[config.mk]
export PLATFORM = sky130hd
export DESIGN_NAME = arc4_seq
export DESIGN_NICKNAME = d
export VERILOG_FILES = /design/src/rtl/arc4_pkg.sv /design/src/rtl/arc4_seq_s_port_mux.sv /design/src/rtl/arc4_seq.sv
export SDC_FILE = /design/constraint.sdc
export NUM_CORES = 1
export LEC_CHECK = 0
export CAP_MARGIN = 20
export CORE_UTILIZATION = 46
export CTS_BUF_LIST = sky130_fd_sc_hd__clkbuf_8
export CTS_CLUSTER_DIAMETER = 50
export DETAILED_ROUTE_END_ITERATION = 10
export PLACE_DENSITY = 0.91
export SLEW_MARGIN = 5
export SYNTH_ARGS = -nofsm -noshare
export SYNTH_HDL_FRONTEND = slang
export SYNTH_SLANG_ARGS = --single-unit
[constraint.sdc]
create_clock -name clk -period 7.2 [get_ports clk]
set_input_delay 1.44 -clock clk [delete_from_list [all_inputs] [get_ports clk]]
set_output_delay 1.44 -clock clk [all_outputs]
set_load 0.03 [all_outputs]
[src/rtl/arc4_pkg.sv]
// arc4_pkg: shared state, phase encodings and S memory geometry for the ARC4 sequencer
package arc4_pkg;
  typedef enum logic [2:0] {
    IDLE, INIT_REQ, INIT_WAIT, KSA_REQ, KSA_WAIT, PRGA_REQ, PRGA_WAIT
  } arc4_seq_state_t;
  localparam logic [1:0] PH_IDLE = 2'd0;
  localparam logic [1:0] PH_INIT = 2'd1;
  localparam logic [1:0] PH_KSA  = 2'd2;
  localparam logic [1:0] PH_PRGA = 2'd3;
  localparam int S_DEPTH = 256;
  localparam int AW = $clog2(S_DEPTH);
  function automatic logic [1:0] state_phase(input arc4_seq_state_t s);
    return s == IDLE ? PH_IDLE :
           (s == INIT_REQ || s == INIT_WAIT) ? PH_INIT :
           (s == KSA_REQ  || s == KSA_WAIT)  ? PH_KSA  : PH_PRGA;
  endfunction
endpackage

[src/rtl/arc4_seq_s_port_mux.sv]
// s_port_mux: hands the single S memory port to the child owning the current phase
module s_port_mux
  import arc4_pkg::*;
(
  input  logic [1:0]    phase,
  input  logic [AW-1:0] init_addr,
  input  logic [7:0]    init_wrdata,
  input  logic          init_wren,
  input  logic [AW-1:0] ksa_addr,
  input  logic [7:0]    ksa_wrdata,
  input  logic          ksa_wren,
  input  logic [AW-1:0] prga_addr,
  input  logic [7:0]    prga_wrdata,
  input  logic          prga_wren,
  output logic [AW-1:0] s_addr,
  output logic [7:0]    s_wrdata,
  output logic          s_wren
);
  always_comb begin
    s_addr   = phase == PH_INIT ? init_addr   : phase == PH_KSA ? ksa_addr   :
               phase == PH_PRGA ? prga_addr   : '0;
    s_wrdata = phase == PH_INIT ? init_wrdata : phase == PH_KSA ? ksa_wrdata :
               phase == PH_PRGA ? prga_wrdata : '0;
    s_wren   = phase == PH_INIT ? init_wren   : phase == PH_KSA ? ksa_wren   :
               phase == PH_PRGA ? prga_wren   : 1'b0;
  end
endmodule

[src/rtl/arc4_seq.sv]
// arc4_seq: runs init, ksa, prga in order on one request, with a per-phase watchdog
module arc4_seq
  import arc4_pkg::*;
#(
  parameter  int TIMEOUT = 16'hFFFF,
  localparam int TW = $clog2(TIMEOUT + 1)
) (
  input  logic          clk,
  input  logic          rst_n,
  input  logic          en,
  output logic          rdy,
  output logic          err,
  input  logic [23:0]   key,
  output logic [23:0]   key_q,
  output logic          init_en,
  output logic          ksa_en,
  output logic          prga_en,
  input  logic          init_rdy,
  input  logic          ksa_rdy,
  input  logic          prga_rdy,
  input  logic [AW-1:0] init_addr,
  input  logic [AW-1:0] ksa_addr,
  input  logic [AW-1:0] prga_addr,
  input  logic [7:0]    init_wrdata,
  input  logic [7:0]    ksa_wrdata,
  input  logic [7:0]    prga_wrdata,
  input  logic          init_wren,
  input  logic          ksa_wren,
  input  logic          prga_wren,
  output logic [AW-1:0] s_addr,
  output logic [7:0]    s_wrdata,
  output logic          s_wren,
  output logic [1:0]    phase
);
  arc4_seq_state_t state_q, state_d;
  logic [TW-1:0] wd_q, wd_d;
  logic [23:0] key_d;
  logic err_q, err_d, sel_rdy, is_req, tmo, go;
  always_ff @(posedge clk or negedge rst_n)
    if (!rst_n) begin
      state_q <= IDLE;
      wd_q    <= '0;
      key_q   <= '0;
      err_q   <= 1'b0;
    end else begin
      state_q <= state_d;
      wd_q    <= wd_d;
      key_q   <= key_d;
      err_q   <= err_d;
    end
  always_comb begin
    phase   = state_phase(state_q);
    rdy     = state_q == IDLE;
    err     = err_q;
    sel_rdy = phase == PH_INIT ? init_rdy : phase == PH_KSA ? ksa_rdy : prga_rdy;
    is_req  = state_q == INIT_REQ || state_q == KSA_REQ || state_q == PRGA_REQ;
    tmo     = !rdy && wd_q == TW'(TIMEOUT - 1);
    go      = is_req && sel_rdy && !tmo;
    init_en = go && phase == PH_INIT;
    ksa_en  = go && phase == PH_KSA;
    prga_en = go && phase == PH_PRGA;
    state_d = state_q;
    key_d   = key_q;
    err_d   = err_q;
    if (rdy) begin
      if (en) begin
        state_d = INIT_REQ;
        key_d   = key;
        err_d   = 1'b0;
      end
    end else if (tmo) begin
      state_d = IDLE;
      err_d   = 1'b1;
    end else if (go)
      state_d = arc4_seq_state_t'(state_q + 3'd1);
    // wd_q == 0 marks the guard cycle, where a stale child rdy must not advance
    else if (!is_req && sel_rdy && wd_q != '0)
      state_d = state_q == PRGA_WAIT ? IDLE : arc4_seq_state_t'(state_q + 3'd1);
    wd_d = (rdy || state_d != state_q) ? '0 : wd_q + TW'(1);
  end
  s_port_mux u_mux (
    .phase       (phase),
    .init_addr   (init_addr),
    .init_wrdata (init_wrdata),
    .init_wren   (init_wren),
    .ksa_addr    (ksa_addr),
    .ksa_wrdata  (ksa_wrdata),
    .ksa_wren    (ksa_wren),
    .prga_addr   (prga_addr),
    .prga_wrdata (prga_wrdata),
    .prga_wren   (prga_wren),
    .s_addr      (s_addr),
    .s_wrdata    (s_wrdata),
    .s_wren      (s_wren)
  );
endmodule

==> metrics.yaml, run 1 <==
finish:
  nNetsFinal: 507
  fill_cells: 440
  instances_no_fill: 494
  antenna_cells: 0
  syn2layout_area_growth_pct: 49.5
  multi_input_area_um2: 1560
  drive_gt1_frac: 0.141
  final-seq-area_um2: 1100
clock_network:
  clk_pin_slew_ns: 0.08
  h-tree-depth: 2
  cts_root_buf: "clkbuf_8"
  cts_tree: "built"
  post_cts_resize_count: 0
  clock-sinks: 44
  cts_buffers: 5
  clk_latency_ns: 0.30
  hold_buffers: 0
  clk_path_buf_depth: 2
  post_cts.repair.setup_buffers: 0
synth:
  yosysWarnings: 0
  synth_edf_count: 0
  synth_area_um2: 2810
  yosys.area.top_type: "dfrtp_1"
  synth.area.top_cells: "dfrtp_1 39%, mux2_2 9.6%, nand4_1 4.4%"
  seq_area_frac_synth: 0.391
  async_flop_share: 1.00
  syn_nets: 388
  synth_top_area_frac: 0.391
  synth-seq-cells: 44
  ys_types: 45
  syn_avg_cell_area_um2: 9.41
  syn_inst: 299
  synth_flop_cell: "dfrtp_1"
pwr:
  p_per_area_nw_per_um2: 466
  p_leak_uw: 0.00178
  ir_drop_mv: 0.433
die:
  dieWidth_um: 80.2
  die_area_um2: 6430
  core_region_area_um2: 5920
  start_util: 0.475
  dieHeight_um: 80.2
  io_pins: 129
  std_cell_rows: 28
global_route:
  grt-ovfl-total: 0
  antenna_found_initial: 0
  grt_max_degree: 45
  grt_usage: 0.246
  grt_pass1_wl_um: 12300
  grt_pass1_vias: 2764
timing:
  period_share: 0.688
  timing.hold.ws_ns: 0.495
  fmax_ghz: 0.202
  setup_viol: 0
  drv_slew: 0
  period_needed_ns: 4.95
  setup_ws_ns: 2.25
  tns_ns: 0
  skew_ns: 0.00851
  tightest_slew_ns: 1.00
  finalHoldViolations: 0
  maxSlewHeadroom: 0.332
  rsz0062_at_grt: "no"
worst_setup_path:
  cp_max_fo: 6
  crit_arrival_ns: 3.51
  critPathRequiredTime_ns: 5.76
  critPathKind: "input port to output port"
  ff2ff_path_depth: 7
  startpoint_type: "input port"
  end_kind: "output port"
routing:
  drc_errors: 0
  drt-initial-drc-count: 254
  first_pass_iters: 4
  viasPerCell: 5.69
  routed_wl_um: 7820
  ant_nets: 0
  post_drt_wl_per_cell_um: 15.8
  vias: 2811
placement:
  place.detailed.hpwl_um: 5760
  placed_cells_incl_taps: 486
  gp_congestion: 0.838
  pre_cts_ws_ns: 2.25
  portBuffers: 128
worst_hold_path:
  whs_path_depth: 2
  hold_class: "flip-flop to flip-flop"
outcome:
  status: "completed"
job:
  drv_cap: 0
-- layer usage --
metal	GRT usage	share of wire	vias up
met2	0.441	0.49	143
met1	0.270	0.38	1331
li1	-	-	1328
met4	0.0661	0.011	0
met5	0	0	-
met3	0.0932	0.12	9
-- state kept, by name, summed over array words and instances, names as in the netlist --
name,flops
key_q,24
wd_q,16
state_q,3
err,1
-- synthesized netlist by cell type, drive strengths merged, types with 2 or more instances --
library cell	n
nand2	27
nor3	22
nor2	10
nor3b	2
xor2	4
xnor2	10
ha	8
nand2b	2
nor4	3
o22ai	2
and4	4
a211oi	2
buf	6
nand3	12
o21ai	20
dfrtp	44
nand4	20
a222oi	5
and3	13
inv	15
a21oi	17
clkbuf	14
mux2	24
-- through the flow --
step / power, uW / cell area (um^2) / util
after global placement: 1780 / 4120 / 0.696
final: 1960 / 4210 / 0.711
after CTS: 1970 / 4210 / 0.711
after detailed placement: 1810 / 4120 / 0.696
after floorplan: 1300 / 2810 / -
after global routing: 2080 / 4210 / 0.711
-- path summary, 6_finish.rpt --
kind	from	slack (ns)	endpoint
setup reg to reg	state_q[0]$_DFF_PN0_	4.41	key_q[6]$_DFFE_PN0P_
hold / removal	err$_DFFE_PN0P_	0.49	err$_DFFE_PN0P_
min in group asynchronous	rst_n	1.29	key_q[1]$_DFFE_PN0P_
max in group asynchronous	rst_n	5.31	state_q[0]$_DFF_PN0_
hold reg to reg	err$_DFFE_PN0P_	0.49	err$_DFFE_PN0P_
setup / recovery	ksa_rdy	2.25	prga_en
-- final cells by class --
| class | instances | share of cell area |
|---|---|---|
| flip-flops and latches | 44 | 0.262 |
| well taps | 75 | 0.0223 |
| repair buffers | 132 | 0.310 |
| multi-input cells | 220 | 0.371 |
| clock buffers | 5 | 0.0164 |
| inverters | 15 | 0.0134 |
| clock inverters | 3 | 0.00476 |
-- critical path, cell delays in order --
cell             delay [ns]
clkdlybuf4s50_1        0.48
nor3b_1                0.05
o21ai_0                0.16
a32o_2                 0.29
nand2_2                0.11
nor4_1                 0.25
clkdlybuf4s50_1        0.72
-- report_power, final --
group          internal [uW]  switching, uW  leakage, uW
combinational            571            846      0.00118
clock                   67.6           85.0    0.0000455
sequential               331           58.8     0.000556
-- cells in the final DEF (no fill, tap or decap), drive strengths merged, types with 2 or more instances in the layout --
cell	Yosys	routed
clkdlybuf4s50	0	127
dfrtp	44	44
nand2	27	27
mux2	24	24
nor3	22	22
o21ai	20	20
nand4	20	20
a21oi	17	17
inv	15	16
and3	13	13
nand3	12	12
xnor2	10	10
nor2	10	10
ha	8	8
a222oi	5	5
clkbuf	14	5
buf	6	5
and4	4	4
xor2	4	4
nor4	3	3
nand2b	2	2
nor3b	2	2
o22ai	2	2
a211oi	2	2
-- cell families (layout without fill, tap and decap cells) --
logic type               count (synthesis)  count (layout)  synth area share
flip-flops                              44              44             0.391
AND/OR/NAND/NOR                        121             121             0.258
buffers and inverters                   35             155            0.0556
XOR/XNOR                                14              14            0.0436
multiplexers                            24              24            0.0960
adder cells (fa/ha/maj)                  8               8            0.0356
AO/OA/AOI/OAI                           53              53             0.120
Note: power is estimated with default switching activity, not from simulation.
==> inputs of run 2 (changes only) <==
--- a/config.mk
+++ b/config.mk
@@ -6,11 +6,11 @@
 export NUM_CORES = 1
 export LEC_CHECK = 0
 export CAP_MARGIN = 20
-export CORE_UTILIZATION = 46
+export CORE_UTILIZATION = 43
 export CTS_BUF_LIST = sky130_fd_sc_hd__clkbuf_8
 export CTS_CLUSTER_DIAMETER = 50
 export DETAILED_ROUTE_END_ITERATION = 10
-export PLACE_DENSITY = 0.91
+export PLACE_DENSITY = 0.86
 export SLEW_MARGIN = 5
 export SYNTH_ARGS = -nofsm -noshare
 export SYNTH_HDL_FRONTEND = slang
==> constraint.sdc (replaced) <==
create_clock -name clk -period 4.9 [get_ports clk]
set_input_delay 0.98 -clock clk [delete_from_list [all_inputs] [get_ports clk]]
set_output_delay 0.98 -clock clk [all_outputs]
set_load 0.03 [all_outputs]
==> run 2 against run 1 <==
Sequential power up 46%. Utilization is 4.8 points lower. Setup slack got worse by 1.5 ns. Clock power rose by 48%. Clock skew shrank 0.0043 ns. Power is 47% higher. Worst hold slack worse by 0.0050 ns. Critical path depth up 2. Global-route usage is 2.1 points lower. Register-to-register slack lost 2.3 ns. Largest power group unchanged.
==> metrics.yaml, run 2 (synthesis gave the netlist of run 1 again) <==
worst_setup_path:
  crit_arrival_ns: 3.17
  end_kind: "output port"
  cpPeakStageDelay_ns: 0.76
  crit_cells: 9
  crit_path_frequent_cell: "inv_1"
  critPathBufInv: 3
  reg2reg_from: "state_q[0]$_DFF_PN0_"
  cp-startpoint: "state_q[0]$_DFF_PN0_"
  cp_top_family: "buffers and inverters"
  critPathKind: "flip-flop to output port"
  startpoint_type: "flip-flop"
  crit_end: "s_wrdata[4]"
  critPathRequiredTime_ns: 3.92
  ff2ff_path_depth: 7
  crit_chain: "inv_1, ha_1, nor2_2, nand3_1, nand2b_1, inv_1, a21oi_1, o21ai_0, clkdlybuf4s50_1"
  cp_max_fo: 15
  slowest_stage: "clkdlybuf4s50_1"
  reg2reg_slack_ns: 2.14
  r2r-end: "key_q[0]$_DFFE_PN0P_"
routing:
  drc_errors: 0
  routed_wl_um: 7690
  post_drt_wl_per_cell_um: 15.5
  viasPerCell: 5.52
  first_pass_iters: 4
  drt-initial-drc-count: 204
  ant_nets: 0
  vias: 2739
finish:
  top_regs: "key_q x24, wd_q x16, state_q x3"
  drive_gt1_frac: 0.141
  nNetsFinal: 507
  instances_no_fill: 496
  largest_reg_flops: 24
  layout_commonest_cell: "clkdlybuf4s50_1"
  antenna_cells: 0
  final_cell_mix: "127 x clkdlybuf4s50_1, 44 x dfrtp_1, 25 x nand2_1, 24 x mux2_2"
  fin_util: 0.663
  syn2layout_area_growth_pct: 49.6
  top_register: "key_q"
timing:
  setup_viol: 0
  tightest_slew_ns: 0.968
  period_needed_ns: 4.15
  setup_ws_ns: 0.745
  drv_slew: 0
  tns_ns: 0
  rsz0062_at_grt: "no"
  skew_ns: 0.00420
  period_share: 0.848
  maxSlewHeadroom: 0.353
  fmax_ghz: 0.241
  finalHoldViolations: 0
placement:
  placed_cells_incl_taps: 488
  pre_cts_ws_ns: 0.853
  place.detailed.hpwl_um: 5800
  gp_congestion: 0.860
  portBuffers: 128
clock_network:
  hold_buffers: 0
  post_cts.repair.setup_buffers: 0
  post_cts_resize_count: 0
  h-tree-depth: 2
  cts_buffers: 5
  clk_latency_ns: 0.30
  clk_pin_slew_ns: 0.08
  cts_tree: "built"
  clock-sinks: 44
  cts_root_buf: "clkbuf_8"
  clk_path_buf_depth: 2
global_route:
  grt_pass1_vias: 2783
  grt_usage: 0.225
  grt_max_degree: 45
  antenna_found_initial: 0
  grt-ovfl-total: 0
  grt_pass1_wl_um: 12800
die:
  dieHeight_um: 82.9
  die_area_um2: 6870
  core_region_area_um2: 6350
  io_pins: 129
  dieWidth_um: 82.9
  start_util: 0.443
  std_cell_rows: 29
pwr:
  p_leak_uw: 0.00178
  p_per_area_nw_per_um2: 685
  ir_drop_mv: 0.537
  power_uw: 2880
worst_hold_path:
  hold_class: "flip-flop to flip-flop"
outcome:
  status: "completed"
job:
  drv_cap: 0
[run 2: cell counts in the layout (fill, tap and decap cells not counted)]
Identical to the previous run, type by type.
[run 2: per-layer routing]
metal / global-route usage / up-vias / wire length (um) / share of wire
met5: 0 / - / 0 / 0
met3: 0.0805 / 5 / 831 / 0.11
met4: 0.0502 / 0 / 59 / 0.0077
met2: 0.387 / 138 / 3670 / 0.48
li1: - / 1331 / - / -
met1: 0.270 / 1265 / 3130 / 0.41
[run 2: tightest hold or removal path: cells and delay by family (launching register included)]
family           cells  cell delay, ns
DFF                  1            0.35
and+or+nand+nor      2            0.11
[run 2: how the worst min path moves through the flow]
stage                          from                   end  slack [ns]  cells after the start
2_1_floorplan     wd_q[0]$_DFF_PN0_     wd_q[0]$_DFF_PN0_        0.56                      3
3_3_place_gp        err$_DFFE_PN0P_       err$_DFFE_PN0P_        0.46                      2
3_5_place_dp        err$_DFFE_PN0P_       err$_DFFE_PN0P_        0.47                      2
4_1_cts             err$_DFFE_PN0P_       err$_DFFE_PN0P_        0.49                      2
5_1_grt        key_q[1]$_DFFE_PN0P_  key_q[1]$_DFFE_PN0P_        0.54                      1
6_report            err$_DFFE_PN0P_       err$_DFFE_PN0P_        0.49                      2
[run 2: final cells by class]
type,count,area [um^2]
clock buffer,5,68.8
clock inverter,3,20.0
timing repair buffer,132,1310
sequential,44,1100
inverter,15,56.3
multi-input combinational,220,1560
tap,77,96.3
fill,508,2140
[run 2: metrics by stage]
step	area, um^2	hold slack, ns
2_1_floorplan	2810	0.562
3_3_place_gp	4120	0.462
3_5_place_dp	4120	0.469
4_1_cts	4210	0.494
5_1_grt	4210	0.539
6_report	4210	0.490
[run 2: power by group]
group | leakage [uW] | total, uW | switching (uW) | internal [uW]
clock network | 0.0000455 | 226 | 127 | 99.4
registers | 0.000556 | 571 | 84.6 | 486
logic | 0.00118 | 2090 | 1240 | 841
==> inputs of run 3 (changes only) <==
--- a/config.mk
+++ b/config.mk
@@ -6,11 +6,11 @@
 export NUM_CORES = 1
 export LEC_CHECK = 0
 export CAP_MARGIN = 20
-export CORE_UTILIZATION = 43
+export CORE_UTILIZATION = 39
 export CTS_BUF_LIST = sky130_fd_sc_hd__clkbuf_8
 export CTS_CLUSTER_DIAMETER = 50
 export DETAILED_ROUTE_END_ITERATION = 10
-export PLACE_DENSITY = 0.86
+export PLACE_DENSITY = 0.82
 export SLEW_MARGIN = 5
 export SYNTH_ARGS = -nofsm -noshare
 export SYNTH_HDL_FRONTEND = slang
==> constraint.sdc (replaced) <==
create_clock -name clk -period 3.3 [get_ports clk]
set_input_delay 0.66 -clock clk [delete_from_list [all_inputs] [get_ports clk]]
set_output_delay 0.66 -clock clk [all_outputs]
set_load 0.03 [all_outputs]
==> run 3 against run 2 <==
Sequential power rose by 48%. Combinational power rose by 46%. Power rose by 49%. Clock-buffer cell count did not move. Largest cell class unchanged. Largest power group unchanged. Cell count rose by 5.0%. Worst hold slack got worse by 0.32 ns. Critical path depth fell by 3. Sequential share of layout area fell by 0.46 points. Via count rose by 2.3%. Register-to-register slack got worse by 1.5 ns.
==> metrics.yaml, run 3 (synthesis gave the netlist of run 1 again) <==
worst_setup_path:
  critPathRequiredTime_ns: 2.64
  startpoint_type: "flip-flop"
  end_kind: "output port"
  crit_arrival_ns: 2.43
  cp_max_fo: 34
  critPathKind: "flip-flop to output port"
pwr:
  combPwrFrac: 0.711
  intPower_uw: 2160
  clkPwrFrac: 0.093
  ir_drop_mv: 0.576
  seqPwrFrac: 0.196
  p_sw_uw: 2150
  p_sw_frac: 0.499
  p_leak_uw: 0.00192
  p_per_area_nw_per_um2: 1000
routing:
  ant_nets: 0
  post_drt_wl_per_cell_um: 14.9
  routed_wl_um: 7750
  viasPerCell: 5.38
  first_pass_iters: 5
  drc_errors: 0
  vias: 2802
  drt-initial-drc-count: 218
timing:
  drv_slew: 0
  maxSlewHeadroom: 0.680
  skew_ns: 0.00506
  setup_ws_ns: 0.210
  period_needed_ns: 3.09
  tightest_slew_ns: 0.480
  finalHoldViolations: 0
  fmax_ghz: 0.324
  rsz0062_at_grt: "no"
  period_share: 0.936
  tns_ns: 0
  setup_viol: 0
worst_hold_path:
  hold_class: "input port to asynchronous set/reset pin"
finish:
  final-seq-area_um2: 1100
  top_register: "key_q"
  syn2layout_area_growth_pct: 52.5
  final_cell_mix: "106 x clkdlybuf4s50_1, 43 x dfrtp_1, 25 x nand2_1, 24 x mux2_2, 23 x buf_4"
  layout_commonest_cell: "clkdlybuf4s50_1"
  instances_no_fill: 521
  multi_input_area_um2: 1560
  antenna_cells: 0
  largest_reg_flops: 24
  fill_cells: 598
  nNetsFinal: 513
  top_regs: "key_q x24, wd_q x16, state_q x3"
  fin_area_um2: 4290
  fin_util: 0.625
  drive_gt1_frac: 0.188
global_route:
  grt_pass1_vias: 2763
  grt_max_degree: 45
  grt_usage: 0.205
  grt-ovfl-total: 0
  grt_pass1_wl_um: 12400
  antenna_found_initial: 0
clock_network:
  clk_path_buf_depth: 2
  clk_pin_slew_ns: 0.08
  clock-sinks: 44
  h-tree-depth: 2
  hold_buffers: 0
  post_cts.repair.setup_buffers: 0
  cts_buffers: 5
  clk_latency_ns: 0.29
  cts_root_buf: "clkbuf_8"
  cts_tree: "built"
placement:
  placed_area_um2: 4150
  gp_congestion: 0.877
  portBuffers: 128
  pre_cts_ws_ns: 0.309
  place.detailed.hpwl_um: 5640
  placed_cells_incl_taps: 512
die:
  die_area_um2: 7560
  dieHeight_um: 86.9
  std_cell_rows: 30
  start_util: 0.410
  io_pins: 129
  core_region_area_um2: 6870
  dieWidth_um: 86.9
outcome:
  status: "completed"
job:
  drv_cap: 0
## run 3: changes by cell type in the layout (fill, tap and decap cells not counted)
cell | previous run | this run
clkinvlp_4 | 1 | 0
buf_12 | 0 | 1
dlygate4sd2_1 | 0 | 1
dfrtp_2 | 0 | 1
buf_4 | 4 | 23
clkinv_2 | 0 | 1
dfrtp_1 | 44 | 43
clkinv_4 | 1 | 0
clkdlybuf4s50_1 | 127 | 106
bufinv_16 | 0 | 1
dlymetal6s2s_1 | 0 | 6
## run 3: layout make-up
| class | count | area share |
|---|---|---|
| inverters | 15 | 0.0131 |
| clock inverters | 3 | 0.00904 |
| repair buffers | 138 | 0.313 |
| flip-flops and latches | 44 | 0.257 |
| well taps | 96 | 0.0280 |
| multi-input cells | 220 | 0.364 |
| clock buffers | 5 | 0.0160 |
## run 3: path summary, 6_finish.rpt
path | from | depth (start not counted) | slack [ns] | to
min reg2reg | key_q[15]$_DFFE_PN0P_ | 1 | 0.51 | key_q[15]$_DFFE_PN0P_
min | rst_n | 1 | 0.17 | key_q[20]$_DFFE_PN0P_
min in group clk | key_q[15]$_DFFE_PN0P_ | 1 | 0.51 | key_q[15]$_DFFE_PN0P_
max reg2reg | state_q[1]$_DFF_PN0_ | 10 | 0.62 | wd_q[14]$_DFF_PN0_
max in group asynchronous | rst_n | 2 | 2.68 | state_q[0]$_DFF_PN0_
max | state_q[1]$_DFF_PN0_ | 6 | 0.21 | rdy
## run 3: stage by stage
| step | total power [uW] | hold WS [ns] |
|---|---|---|
| finish | 4310 | 0.172 |
| global route | 4580 | 0.166 |
| CTS | 4340 | 0.512 |
| detailed placement | 3930 | 0.493 |
| global placement | 3880 | 0.461 |
| floorplan | 2840 | 0.364 |
## run 3: per-layer routing
| metal | vias up | wire (um) | GRT usage |
|---|---|---|---|
| met2 | 150 | 3690 | 0.375 |
| met5 | - | 0 | 0 |
| met1 | 1301 | 3100 | 0.223 |
| li1 | 1342 | - | - |
| met4 | 0 | 88 | 0.0591 |
| met3 | 9 | 876 | 0.0711 |
## run 3: worst max-delay path, cell delays in order (launching register included)
cell,delay (ns)
dfrtp_1,0.45
inv_1,0.11
ha_1,0.33
nand2b_1,0.13
buf_4,0.26
inv_2,0.15
clkdlybuf4s50_1,0.69
## run 3: timing repair
action / in CTS / in global routing
cloned: 0 / 0
gates resized for setup: 1 / 7
endpoints found under the setup margin: 1 / 9
## run 3: power groups by stage
stage          registers (uW)  logic, uW  clock network [uW]
2_1_floorplan            1140       1710                   0
3_3_place_gp              843       3030                   0
3_5_place_dp              854       3080                   0
4_1_cts                   843       3080                 417
5_1_grt                   870       3270                 439
6_report                  845       3060                 401
==> variant, RTL diff (config.mk and constraints of run 2) <==
Make the reset (`rst_n`) synchronous in one clocked block.
--- a/src/rtl/arc4_seq.sv
+++ b/src/rtl/arc4_seq.sv
@@ -36,7 +36,7 @@
   logic [TW-1:0] wd_q, wd_d;
   logic [23:0] key_d;
   logic err_q, err_d, sel_rdy, is_req, tmo, go;
-  always_ff @(posedge clk or negedge rst_n)
+  always_ff @(posedge clk)
     if (!rst_n) begin
       state_q <= IDLE;
       wd_q    <= '0;
Function: differs if rst_n is asserted again (counterexample within 4 cycles, from zero or initial values and one cycle with rst_n low); with rst_n held inactive, the same outputs for 10 cycles.
==> variant against run 2 <==
Synthesized area is 5.4% lower. Wire length is 3.1% higher. Hold slack worse by 0.027 ns. Sequential cell count stayed put. Cell area is 4.5% lower. Setup slack worse by 0.26 ns. Critical path depth is 1 lower. Global-route usage is 2.6 points higher. Cell count is 6.5% higher. Highest routed layer unchanged. Sequential share of layout area is 4.2 points lower. Largest cell class unchanged. Via count is 4.7% higher.
Power is not compared: it rests on default switching activity, and its combinational part moved more than twofold at a synthesized area within 25%.
==> variant: results (changes against run 2) <==
[detailed_routing]
met1Wirelength_um = 3070  ; -1.9%
routed_wirelength_um = 7920  ; +3.1%
route.met3.wl_um = 698  ; -16%
via_count = 2867  ; +4.7%
dr.pass1.iters = 4  ; unchanged
met2_length_um = 3880  ; +5.8%
drtIter0Drc = 155  ; -24%

[power]
ir_worst_vdd_v = 0.000251
p_leak_nw = 1.44
p_clk_w = 0.000216
power_switching_w = 0.000445
power_density_nw_per_um2 = 285

[placed_design]
dp.cells = 521  ; +6.8%
place_area_um2 = 3940  ; -4.5%
gp_congestion = 0.874  ; +1.7%
post-place-ws_ns = 0.827  ; -0.0256 ns
dp_hpwl_um = 5930  ; +2.3%
port_buffers = 128  ; unchanged

[cts]
cts-root-buf = clkbuf_8
cts_buffers = 5  ; unchanged
htreeDepth = 2  ; unchanged
cts.path.max_buffers = 2  ; unchanged
worstSkewPairLatency_ns = 0.30  ; about the same
cts.repair.resized = 0  ; unchanged

[sta]
maxSlewHeadroom_pct = 29.9  ; -5.4 points
finalClockSkew_ns = 0.00761  ; +0.00341 ns

[global_route]
grt_max_degree = 30  ; -33%
grt_use_met2_pct = 46.4  ; +7.7 points
met3_usage_pct = 6.14  ; -1.9 points
grtUsageTotal_pct = 25.1  ; +2.6 points
grt_pass1_vias = 2747  ; -1.3%
grtUsageMet1_pct = 26.5  ; -0.51 points
grt_pass1_wl_um = 12600  ; -1.5%
antenna_found_initial = 0  ; unchanged

[yosys]
synth.net_count = 426  ; +9.8%
synth_area_per_cell_um2 = 7.90  ; -16%
async_flop_share_pct = 0  ; -100 points
yosysWarnings = 0  ; unchanged
yosysSeqAreaShare_pct = 33.1  ; -6.0 points
synthTopCellsByArea = dfxtp_1, nand2_1, a21boi_0
ys.flop_type = dfxtp_1
synth.distinct_cells = 50  ; +11%
synthTopCellsByCount = nand2_1, dfxtp_1, a21boi_0, nor2_1, nand3_1

[min_path]
worstHoldStart = key_q[10]
hold_class = reg -> reg

[worst_setup_path]
rr_startpoint = state_q[0]
path_max_fanout = 15  ; unchanged
startpoint = state_q[0]
critPathTopFamily = buffers and inverters
arrival_ns = 3.43  ; +0.26 ns
cpPeakStageDelay_ns = 0.66  ; -0.10 ns
cp_slowest_cell = clkdlybuf4s50_1

[layout]
antennaDiodeCount = 0  ; unchanged
num-nets-final = 542  ; +6.9%
fill_cells = 497  ; -2.2%
fin_cells = 528  ; +6.5%
drive_above_1_share_pct = 7.73  ; -6.4 points
reg.largest.list = key_q: 24 flops, wd_q: 16 flops, state_q: 3 flops

[outcome]
status = complete, no violations

## variant: tightest hold or removal path: stages, from the launching register on
cell	delay (ns)
dfxtp_1	0.31
nand2_1	0.05
a21boi_0	0.06
## variant: final timing paths
path	to	slack (ns)	cells after the start
worst max register to register	wd_q[9]	1.66	7
worst max-delay path	s_addr[1]	0.49	8
worst min register to register	key_q[10]	0.46	2
worst min-delay path	key_q[10]	0.46	2
## variant: cell type report
cell class / instances / area, um^2 / share of cell area [%]
multi-input combinational: 266 / 1650 / 41.0
timing repair buffer: 129 / 1290 / 32.1
sequential: 44 / 881 / 21.9
tap: 75 / 93.8 / 2.33
clock buffer: 5 / 68.8 / 1.71
inverter: 7 / 26.3 / 0.654
clock inverter: 2 / 12.5 / 0.311
## variant: logic make-up after synthesis
group / share of synthesized area, %
AND/OR/NAND/NOR: 33.2
AO/OA/AOI/OAI: 19.9
flip-flops: 33.1
buffers and inverters: 4.98
XOR/XNOR: 4.61
adder cells (fa/ha/maj): 3.76
multiplexers: 0.423
